**config.mk**
```make
export PLATFORM = sky130hd
export DESIGN_NAME = register_file
export DESIGN_NICKNAME = d
export VERILOG_FILES = /design/src/rtl/register_file.sv
export SDC_FILE = /design/constraint.sdc
export NUM_CORES = 1
export LEC_CHECK = 0
export CAP_MARGIN = 20
export CORE_MARGIN = 10
export CORE_UTILIZATION = 58
export CTS_CLUSTER_DIAMETER = 80
export CTS_CLUSTER_SIZE = 40
export DETAILED_ROUTE_END_ITERATION = 10
export MAX_ROUTING_LAYER = met4
export PLACE_DENSITY_LB_ADDON = 0.08
export SYNTH_ARGS = -nofsm -noshare
export SYNTH_HDL_FRONTEND = slang
export SYNTH_SLANG_ARGS = --single-unit
```
**constraint.sdc**
```tcl
create_clock -name clk -period 4.3 [get_ports clk]
set_input_delay 0.86 -clock clk [delete_from_list [all_inputs] [get_ports clk]]
set_output_delay 0.86 -clock clk [all_outputs]
set_load 0.05 [all_outputs]
```
**src/rtl/register_file.sv**
```systemverilog
// register_file: bank of one-hot written registers with a combinational,
// lowest-index-priority read port onto a single shared output bus.
module register_file #(
   parameter int reg_count = 11,
   parameter int reg_width = 12
) (
   input  logic                 clk,
   input  logic                 reset,
   input  logic [reg_count-1:0] read_en,
   input  logic [reg_count-1:0] write_en,
   input  logic [reg_width-1:0] datain,
   output logic [reg_width-1:0] dataout
);

   logic [reg_width-1:0] regs [reg_count];

   always_ff @(posedge clk or negedge reset) begin
      if (!reset) begin
         for (int i = 0; i < reg_count; i++) begin
            regs[i] <= '0;
         end
      end else begin
         for (int i = 0; i < reg_count; i++) begin
            if (write_en[i]) begin
               regs[i] <= datain;
            end
         end
      end
   end

   // Scan high-to-low so the lowest set select is the last to assign.
   // Forcing zero under reset keeps the bus defined even if read_en is X.
   always_comb begin
      dataout = '0;
      if (reset) begin
         for (int i = reg_count - 1; i >= 0; i--) begin
            if (read_en[i]) begin
               dataout = regs[i];
            end
         end
      end
   end

endmodule

```
### After elaboration in Yosys (flattened, before gate mapping)

Index checks and enable logic that the tools add are counted.

* input port bits: 36
* output and inout bits: 12
* flip-flop bits (word level): 132
* logic and storage cells: 23

* mux-type cells: 12

Operator list (number)
* $mux 12: 12

### Longest topological paths before layout

Gate-level depths: netlist (run 1).

* word-level depth: 12
* mapped depth: 6
* depth with buffers taken out: 4

### Least setup slack after synthesis (run 1)

OpenSTA, ideal clock, no wires.

* kind: input -> output
* start: input read_en[4]
* end: output dataout[10]
* buffers on the path: 2
* arrival: 2632 ps
* setup slack: 808 ps
* stages: 5
* data required time: 3440 ps
* cells stage by stage: buf_2 -> buf_2 -> a21oi_1 -> o21ai_0 -> a211oi_1

* word-level cells in the longest chain between the ends: 6

RTL lines
* start, declared: line 9 `input logic [reg_count-1:0] read_en,`
* $mux 12 (5 in series): line 37 `if (read_en[i]) begin`
* $mux 12: line 35 `if (reset) begin`
* end, declared: line 12 `output logic [reg_width-1:0] dataout`

No other way between the ends.

### Worst setup path after layout (run 1)

* start: input read_en[10]
* end: output dataout[3]

* word-level cells in the longest chain between the ends: 12

RTL lines (line)
* $mux 12 (11 in series): 37
* $mux 12: 35

No other way between the ends.

==> impl_metrics.json, run 1 <==
{
  "status": "finished, final reports clean",
  "crit_buf_inv": 2,
  "crit_path_top_delay_cell": "nor2b_1",
  "clockRootBuffer": "clkbuf_8",
  "antenna_cells": 0,
  "viasPerCell": 6.20,
  "yosys.area_share.simple_pct": 5.35,
  "timing.fmax_mhz": 252,
  "reg_top3": "regs (132)",
  "cts_made_buffers": 17,
  "clockPowerShare_pct": 40.2,
  "fin_setup_tns_ns": 0,
  "synth_mux_area_share_pct": 25.6,
  "crit_type": "input port to output port",
  "synth_flop_cell": "dfrtp_1",
  "routabilityCongestion": 0.788,
  "insertion_delay_ns": 0.52,
  "grt_overflow": 0,
  "dp_slack_ns": 0.372,
  "syn-instance-count": 476,
  "grt_usage_pct": 20.3,
  "p_leak_nw": 2.98,
  "powerDensity_nw_per_um2": 436,
  "cts_setup_buffers": 0,
  "critPathTopFamily": "simple AND/OR/NAND/NOR gates",
  "grt_pass1_wl_mm": 23.0,
  "crit_chain": "clkdlybuf4s50_1 > nor2b_1 > a221oi_1 > o311ai_1 > and3_1 > buf_12",
  "grt_max_degree": 134,
  "synth-xor-area-share_pct": 0,
  "core_um2": 10400,
  "hold_viol_final": 0,
  "io_buffers": 47,
  "cts_resized": 0,
  "rsz0062_at_grt": "false",
  "die_x_um": 123,
  "cp.arrival_ns": 3.11,
  "die_area_um2": 15200,
  "area_growth_pct": 18.4,
  "drv_cap": 0,
  "synth_edf_count": 0,
  "grt-busiest-layer": "met2",
  "wl_per_cell_um": 21.7,
  "async_flop_share_pct": 100,
  "synth_top_family_by_area": "multiplexers",
  "finalSetupViolCount": 0,
  "ys.warnings.count": 0,
  "period_minus_slack_ns": 3.97,
  "top_register": "regs",
  "dpl.hpwl_mm": 9.91,
  "nets": 540,
  "instances_no_fill": 652,
  "end_kind": "output port",
  "synth_seq_cells": 132,
  "cpPeakStageDelay_ns": 0.76,
  "met1_usage_pct": 27.6,
  "die-height_um": 123,
  "synth-seq-area-share_pct": 53.3,
  "clockBufferDepth": 2,
  "clk_pin_slew_ns": 0.05,
  "start_util_pct": 59.8,
  "worst-slew-pin-transition_ns": 0.956,
  "use_met3_pct": 5.70,
  "yosysMostFrequentCell": "dfrtp_1",
  "met2_usage_pct": 29.0,
  "fin_ws_ns": 0.330,
  "combinationalPowerShare_pct": 14.6,
  "synth_top_cell_area_share_pct": 53.3,
  "path_depth": 6,
  "largest_reg_flops": 132,
  "relSlewSlack_pct": 36.1,
  "routed_wirelength_mm": 14.1,
  "synth_fa_ha_area_share_pct": 0,
  "synth.net_count": 512,
  "path_max_fanout": 11,
  "period_share_pct": 92.3,
  "synthTopCellsByCount": "dfrtp_1 (132), mux2_2 (131), o21ai_0 (36)",
  "synth_area_per_cell_um2": 13.0,
  "start_kind": "input port",
  "p_int_mw": 2.41,
  "drtIter0Drc": 405,
  "synth_cell_types": 28,
  "power.total_mw": 3.20,
  "clock_skew_ns": 0,
  "synth_area_leaders": "dfrtp_1 (53%), mux2_2 (24%), a221oi_1 (3.7%), o21ai_0 (2.9%), a221oi_2 (2.4%)",
  "synth_top_area_cell": "dfrtp_1",
  "required_ns": 3.44,
  "cts-htree-levels": 4,
  "synth_compound_area_share_pct": 12.3,
  "drive_gt1_share_pct": 36.2,
  "grt_pass1_vias": 4096,
  "ant_nets": 0,
  "num_vias": 4044,
  "hold_path.class": "input port to asynchronous set/reset pin",
  "antenna_found_initial": 0,
  "drv_slew": 0,
  "num-fill-cells": 730,
  "cts_hold_buf": 0,
  "tritoncts": "yes",
  "drc": 0,
  "reg2regPathDepth": 1,
  "rows": 37,
  "syn_area_um2": 6200,
  "first_pass_iters": 4,
  "dpl.cell_count": 621,
  "switching_share_pct": 24.7,
  "final_util_pct": 70.8,
  "clock_sinks": 132,
  "io_pins": 48,
  "ir_drop_mv": 0.374,
  "switchingPower_uw": 791,
  "power_frac_seq_pct": 45.2
}
[through the flow]
step	instance area [µm²]	hold WS, ns
after floorplan	6200	0.471
after global placement	6810	0.481
after detailed placement	6810	0.487
after CTS	7340	0.493
after global routing	7340	0.513
final	7340	0.472
[cell families after synthesis]
group	after synthesis
mux	142
flops	132
compound gates	99
simple gates	55
buf+inv	48
[routing by layer]
layer  vias to the layer above  part of all wire (%)  wire (µm)
met3                        12                   5.9        828
met1                      2081                    47       6620
met4                         0                   1.1        157
li1                       1842                     -          -
met5                         -                     0          0
met2                       109                    46       6520
[placed cells by master (no fill, tap or decap), drive strengths merged]
cell	n
o311ai	11
nand3	1
o311a	1
a221oi	36
or2b	1
inv	3
o21ai	36
nor3b	12
nand2b	12
clkinv	4
o21a	1
a21oi	1
mux2	131
and3	11
mux2i	11
nand2	12
o22ai	12
dfrtp	132
nor2b	3
clkbuf	26
and2	1
bufinv	1
or2	2
a211oi	1
clkdlybuf4s50	34
buf	20
[power groups by stage]
stage               clock (mW)  combinational [mW]  sequential, mW
global placement             0               0.460            1.46
CTS                       1.31               0.472            1.44
global route              1.37               0.505            1.46
floorplan                    0               0.297            1.44
detailed placement           0               0.471            1.46
finish                    1.28               0.468            1.45
[final cells by class]
class / instances / area, µm² / share of cell area (%)
Clock inverter: 5 / 50.0 / 0.682
Multi-Input combinational cell: 296 / 2680 / 36.5
Tap cell: 136 / 170 / 2.32
Clock buffer: 26 / 478 / 6.51
Sequential cell: 132 / 3300 / 45.0
Inverter: 3 / 11.3 / 0.153
Timing Repair Buffer: 54 / 653 / 8.90
[final timing paths]
check / from / to / slack, ns
setup / recovery: read_en[10] / dataout[3] / 0.33
setup reg to reg: regs[78] / regs[78] / 3.48
hold / removal: reset / regs[131] / 0.47
hold reg to reg: regs[66] / regs[66] / 0.50
max in group asynchronous: reset / regs[20] / 3.34
min in group clk: regs[66] / regs[66] / 0.50
No activity file was read; power rests on OpenSTA's default activity.
==> inputs of run 2 (changes only) <==
--- a/config.mk
+++ b/config.mk
@@ -12,7 +12,7 @@
 export CTS_CLUSTER_SIZE = 40
 export DETAILED_ROUTE_END_ITERATION = 10
 export MAX_ROUTING_LAYER = met4
-export PLACE_DENSITY_LB_ADDON = 0.08
+export PLACE_DENSITY = 0.79
 export SYNTH_ARGS = -nofsm -noshare
 export SYNTH_HDL_FRONTEND = slang
 export SYNTH_SLANG_ARGS = --single-unit
==> run 2 against run 1 <==
  * Non-clock buffer count unchanged
  * Die area did not move
  * Total power rose by 2.1%
  * Register-to-register slack gained 0.03 ns
  * Worst hold slack lost 0.31 ns
  * Critical path depth stayed put
  * Combinational power barely moved
  * Flip-flop and latch count did not move
  * Design area grew 0.20%
  * Global-route usage barely moved
  * Wire length up 0.66%
  * Core utilization increased by 0.14 points
  * Largest power group unchanged
==> impl_metrics.json, run 2 (synthesis gave the netlist of run 1 again) <==
{
  "status": "finished, final reports clean",
  "cts_made_buffers": 17,
  "grt_max_degree": 74,
  "hold_path.class": "input port to asynchronous set/reset pin",
  "antenna_found_initial": 0,
  "layout_commonest_cell": "dfrtp_1",
  "area_growth_pct": 18.7,
  "crit_type": "input port to output port",
  "antenna_cells": 0,
  "core_um2": 10400,
  "reg_top3": "regs (132)",
  "num_vias": 4064,
  "fin_ws_ns": 0.318,
  "cpPeakStageDelay_ns": 0.76,
  "start_kind": "input port",
  "largest_reg_flops": 132,
  "path_max_fanout": 11,
  "crit_path_top_delay_cell": "nor2b_1",
  "grt_overflow": 0,
  "ant_nets": 0,
  "insertion_delay_ns": 0.52,
  "clockRootBuffer": "clkbuf_8",
  "die_x_um": 123,
  "cp.arrival_ns": 3.12,
  "grt_usage_pct": 20.4,
  "drive_gt1_share_pct": 37.3,
  "dpl.hpwl_mm": 10.0,
  "drtIter0Drc": 336,
  "die-height_um": 123,
  "rsz0062_at_grt": "false",
  "powerDensity_nw_per_um2": 444,
  "cts_setup_buffers": 0,
  "wl_per_cell_um": 21.8,
  "clock_skew_ns": 0,
  "tritoncts": "yes",
  "relSlewSlack_pct": 35.8,
  "p_leak_nw": 2.98,
  "clk_pin_slew_ns": 0.06,
  "critPathTopFamily": "simple AND/OR/NAND/NOR gates",
  "hold_viol_final": 0,
  "nets": 540,
  "period_share_pct": 92.6,
  "dp_slack_ns": 0.384,
  "finalSetupViolCount": 0,
  "start_util_pct": 59.8,
  "mostFrequentLayoutCells": "dfrtp_1 (132), mux2_2 (131), o21ai_0 (36), clkdlybuf4s50_1 (34), a221oi_1 (26)",
  "io_buffers": 47,
  "cts-htree-levels": 4,
  "routed_wirelength_mm": 14.2,
  "cts_hold_buf": 0,
  "crit_chain": "clkdlybuf4s50_1 > nor2b_1 > a221oi_1 > o311ai_1 > and3_1 > buf_12",
  "timing.fmax_mhz": 251,
  "crit_buf_inv": 2,
  "top_register": "regs",
  "fin_setup_tns_ns": 0,
  "drc": 0,
  "clockBufferDepth": 2,
  "rows": 37,
  "io_pins": 48,
  "first_pass_iters": 4,
  "worst-slew-pin-transition_ns": 0.961,
  "period_minus_slack_ns": 3.98,
  "grt_pass1_vias": 4263,
  "instances_no_fill": 653,
  "viasPerCell": 6.22,
  "grt_pass1_wl_mm": 23.3,
  "required_ns": 3.44,
  "drv_cap": 0,
  "ir_drop_mv": 0.321,
  "drv_slew": 0,
  "clock_sinks": 132,
  "cts_resized": 0,
  "die_area_um2": 15200,
  "routabilityCongestion": 0.911,
  "dpl.cell_count": 621,
  "end_kind": "output port"
}
[run 2: path summary, 6_finish.rpt]
path,from,end,slack [ns],cells past startpoint
worst max-delay path,read_en[10],dataout[3],0.32,6
worst min-delay path,reset,regs[95],0.16,1
worst max register to register,regs[113],regs[113],3.51,1
worst min register to register,regs[10],regs[10],0.50,1
max in group asynchronous,reset,regs[126],2.34,3
min in group clk,regs[10],regs[10],0.50,1
[run 2: per-layer routing]
layer / GRT usage (%) / wire length [µm]
met2: 30.7 / 6880
met4: 7.57 / 208
met3: 4.60 / 536
met1: 26.4 / 6590
met5: - / 0
[run 2: final cells by class]
| cell class | count | area (µm²) |
|---|---|---|
| inverter | 3 | 11.3 |
| tap | 136 | 170 |
| clock buffer | 18 | 418 |
| multi-input combinational | 296 | 2680 |
| clock inverter | 14 | 138 |
| fill | 718 | 3010 |
| sequential | 132 | 3300 |
| timing repair buffer | 54 | 641 |
[run 2: report_power, final]
group          internal (mW)  switching, mW  leakage (nW)
Combinational          0.233          0.233          1.17
Sequential              1.37         0.0809          1.54
Clock                  0.819          0.532         0.267
Total                   2.42          0.846          2.98
[run 2: metrics by stage]
step,util [%],area (µm²),hold slack (ns),total power [mW]
4_1_cts,70.9,7360,0.141,3.29
3_3_place_gp,65.6,6800,0.481,1.91
3_5_place_dp,65.6,6800,0.488,1.93
2_1_floorplan,-,6200,0.471,1.74
5_1_grt,70.9,7360,0.148,3.39
6_report,70.9,7360,0.161,3.27
==> inputs of run 3 (changes only) <==
--- a/config.mk
+++ b/config.mk
@@ -7,12 +7,11 @@
 export LEC_CHECK = 0
 export CAP_MARGIN = 20
 export CORE_MARGIN = 10
-export CORE_UTILIZATION = 58
+export CORE_UTILIZATION = 30
 export CTS_CLUSTER_DIAMETER = 80
 export CTS_CLUSTER_SIZE = 40
 export DETAILED_ROUTE_END_ITERATION = 10
 export MAX_ROUTING_LAYER = met4
-export PLACE_DENSITY = 0.79
 export SYNTH_ARGS = -nofsm -noshare
 export SYNTH_HDL_FRONTEND = slang
 export SYNTH_SLANG_ARGS = --single-unit
==> run 3 against run 2 <==
  * First-iteration DRC count is 21% lower
  * Sequential power about the same
  * Design area grew 3.3%
  * Final cell count is 21% higher
  * Core utilization fell by 34 points
  * Fmax is 6.0% higher
  * Critical path depth unchanged
  * Critical endpoint is now dataout[10]
  * Via count decreased by 0.54%
==> impl_metrics.json, run 3 (synthesis gave the netlist of run 1 again) <==
{
  "grt_overflow": 0,
  "grt_max_degree": 86,
  "path_max_fanout": 12,
  "crit_type": "input port to output port",
  "met2_usage_pct": 18.6,
  "routabilityCongestion": 0.799,
  "die_x_um": 164,
  "end_kind": "output port",
  "dpl.hpwl_mm": 10.9,
  "grt-busiest-layer": "met2",
  "fin_setup_tns_ns": 0,
  "regArea_um2": 3300,
  "p_leak_nw": 3.03,
  "antenna_found_initial": 0,
  "clock_sinks": 132,
  "cts_hold_buf": 0,
  "io_buffers": 47,
  "routed_wirelength_mm": 15.1,
  "first_pass_iters": 6,
  "drc": 0,
  "rrSetupSlack_ns": 3.51,
  "clk_pin_slew_ns": 0.06,
  "period_share_pct": 87.4,
  "clock_skew_ns": 0,
  "drv_slew": 0,
  "r2r-start": "regs[108]",
  "switching_share_pct": 25.6,
  "met1_usage_pct": 15.2,
  "finalSetupViolCount": 0,
  "drtIter0Drc": 264,
  "grt_usage_pct": 12.1,
  "clockRootBuffer": "clkbuf_16",
  "cts_resized": 0,
  "area_growth_pct": 22.5,
  "powerDensity_nw_per_um2": 437,
  "drive_gt1_share_pct": 37.9,
  "rsz0062_at_grt": "false",
  "clockBufferDepth": 2,
  "insertion_delay_ns": 0.42,
  "tritoncts": "yes",
  "timing.fmax_mhz": 266,
  "hold_path.class": "input port to asynchronous set/reset pin",
  "ant_nets": 0,
  "num_vias": 4042,
  "viasPerCell": 5.10,
  "use_met3_pct": 3.03,
  "period_minus_slack_ns": 3.76,
  "dpl.cell_count": 759,
  "die_area_um2": 26800,
  "wl_per_cell_um": 19.0,
  "layout_commonest_cell": "dfrtp_1",
  "cts_setup_buffers": 0,
  "start_kind": "input port",
  "final_util_pct": 37.4,
  "start_util_pct": 30.5,
  "ir_drop_mv": 0.192,
  "drv_cap": 0,
  "grt_pass1_vias": 4266,
  "hold_viol_final": 0,
  "critPathLaunch": "read_en[7]",
  "worst-slew-pin-transition_ns": 0.826,
  "cts-htree-levels": 4,
  "cp.arrival_ns": 2.90,
  "die-height_um": 164,
  "switchingPower_uw": 852,
  "antenna_cells": 0,
  "hold_slack_ns": 0.322,
  "required_ns": 3.44,
  "largest_reg_flops": 132,
  "instances_no_fill": 792,
  "power.total_mw": 3.32,
  "core_um2": 20300,
  "grt_pass1_wl_mm": 24.6,
  "combinationalPowerShare_pct": 14.3,
  "reg_top3": "regs (132)",
  "multi_input_area_um2": 2680,
  "status": "finished, final reports clean",
  "mostFrequentLayoutCells": "dfrtp_1 (132), mux2_2 (131), o21ai_0 (36), clkdlybuf4s50_1 (34), a221oi_1 (26)",
  "r2r-end": "regs[108]",
  "p_int_mw": 2.47,
  "cts_made_buffers": 17,
  "io_pins": 48,
  "rows": 52,
  "top_register": "regs",
  "num-fill-cells": 1944,
  "relSlewSlack_pct": 44.8,
  "nets": 545,
  "clockPowerShare_pct": 42.3,
  "power_frac_seq_pct": 43.4,
  "worstSetupEndpoint": "dataout[10]",
  "reg2regPathDepth": 1
}
## run 3: worst max-delay path: stages
cell,delay [ns]
clkdlybuf4s50_1,0.48
nand2b_1,0.43
o22ai_1,0.17
o311a_1,0.36
a211oi_1,0.40
buf_12,0.19
## run 3: worst min path at each step
| stage | from | end | slack (ns) |
|---|---|---|---|
| after floorplan | regs[71] | regs[71] | 0.47 |
| after detailed placement | regs[65] | regs[65] | 0.49 |
| after global placement | regs[70] | regs[70] | 0.48 |
| final | reset | regs[35] | 0.32 |
| after global routing | reset | regs[46] | 0.33 |
| after CTS | reset | regs[34] | 0.31 |
## run 3: metrics by stage
step           worst slack [ns]  cell area (µm²)
2_1_floorplan             0.808             6200
3_3_place_gp              0.557             7000
3_5_place_dp              0.524             7000
4_1_cts                   0.524             7580
5_1_grt                   0.443             7600
6_report                  0.544             7600
## run 3: power by group through the flow
| stage | clock network, mW | registers [mW] | logic, mW |
|---|---|---|---|
| after floorplan | 0 | 1.44 | 0.297 |
| after global placement | 0 | 1.45 | 0.464 |
| after detailed placement | 0 | 1.46 | 0.477 |
| after CTS | 1.43 | 1.44 | 0.479 |
| after global routing | 1.49 | 1.46 | 0.514 |
| final | 1.40 | 1.44 | 0.475 |
## run 3: area by class of cell
class	count	share of cell area (%)
sequential	132	43.5
multi-input combinational	296	35.2
timing repair buffer	59	9.09
clock buffer	19	5.83
tap	270	4.45
clock inverter	13	1.78
inverter	3	0.148
## run 3: routing by layer
layer / routed length, µm / part of all wire, %
met1: 6940 / 46
met2: 7320 / 49
met3: 601 / 4.0
met4: 204 / 1.4
met5: 0 / 0
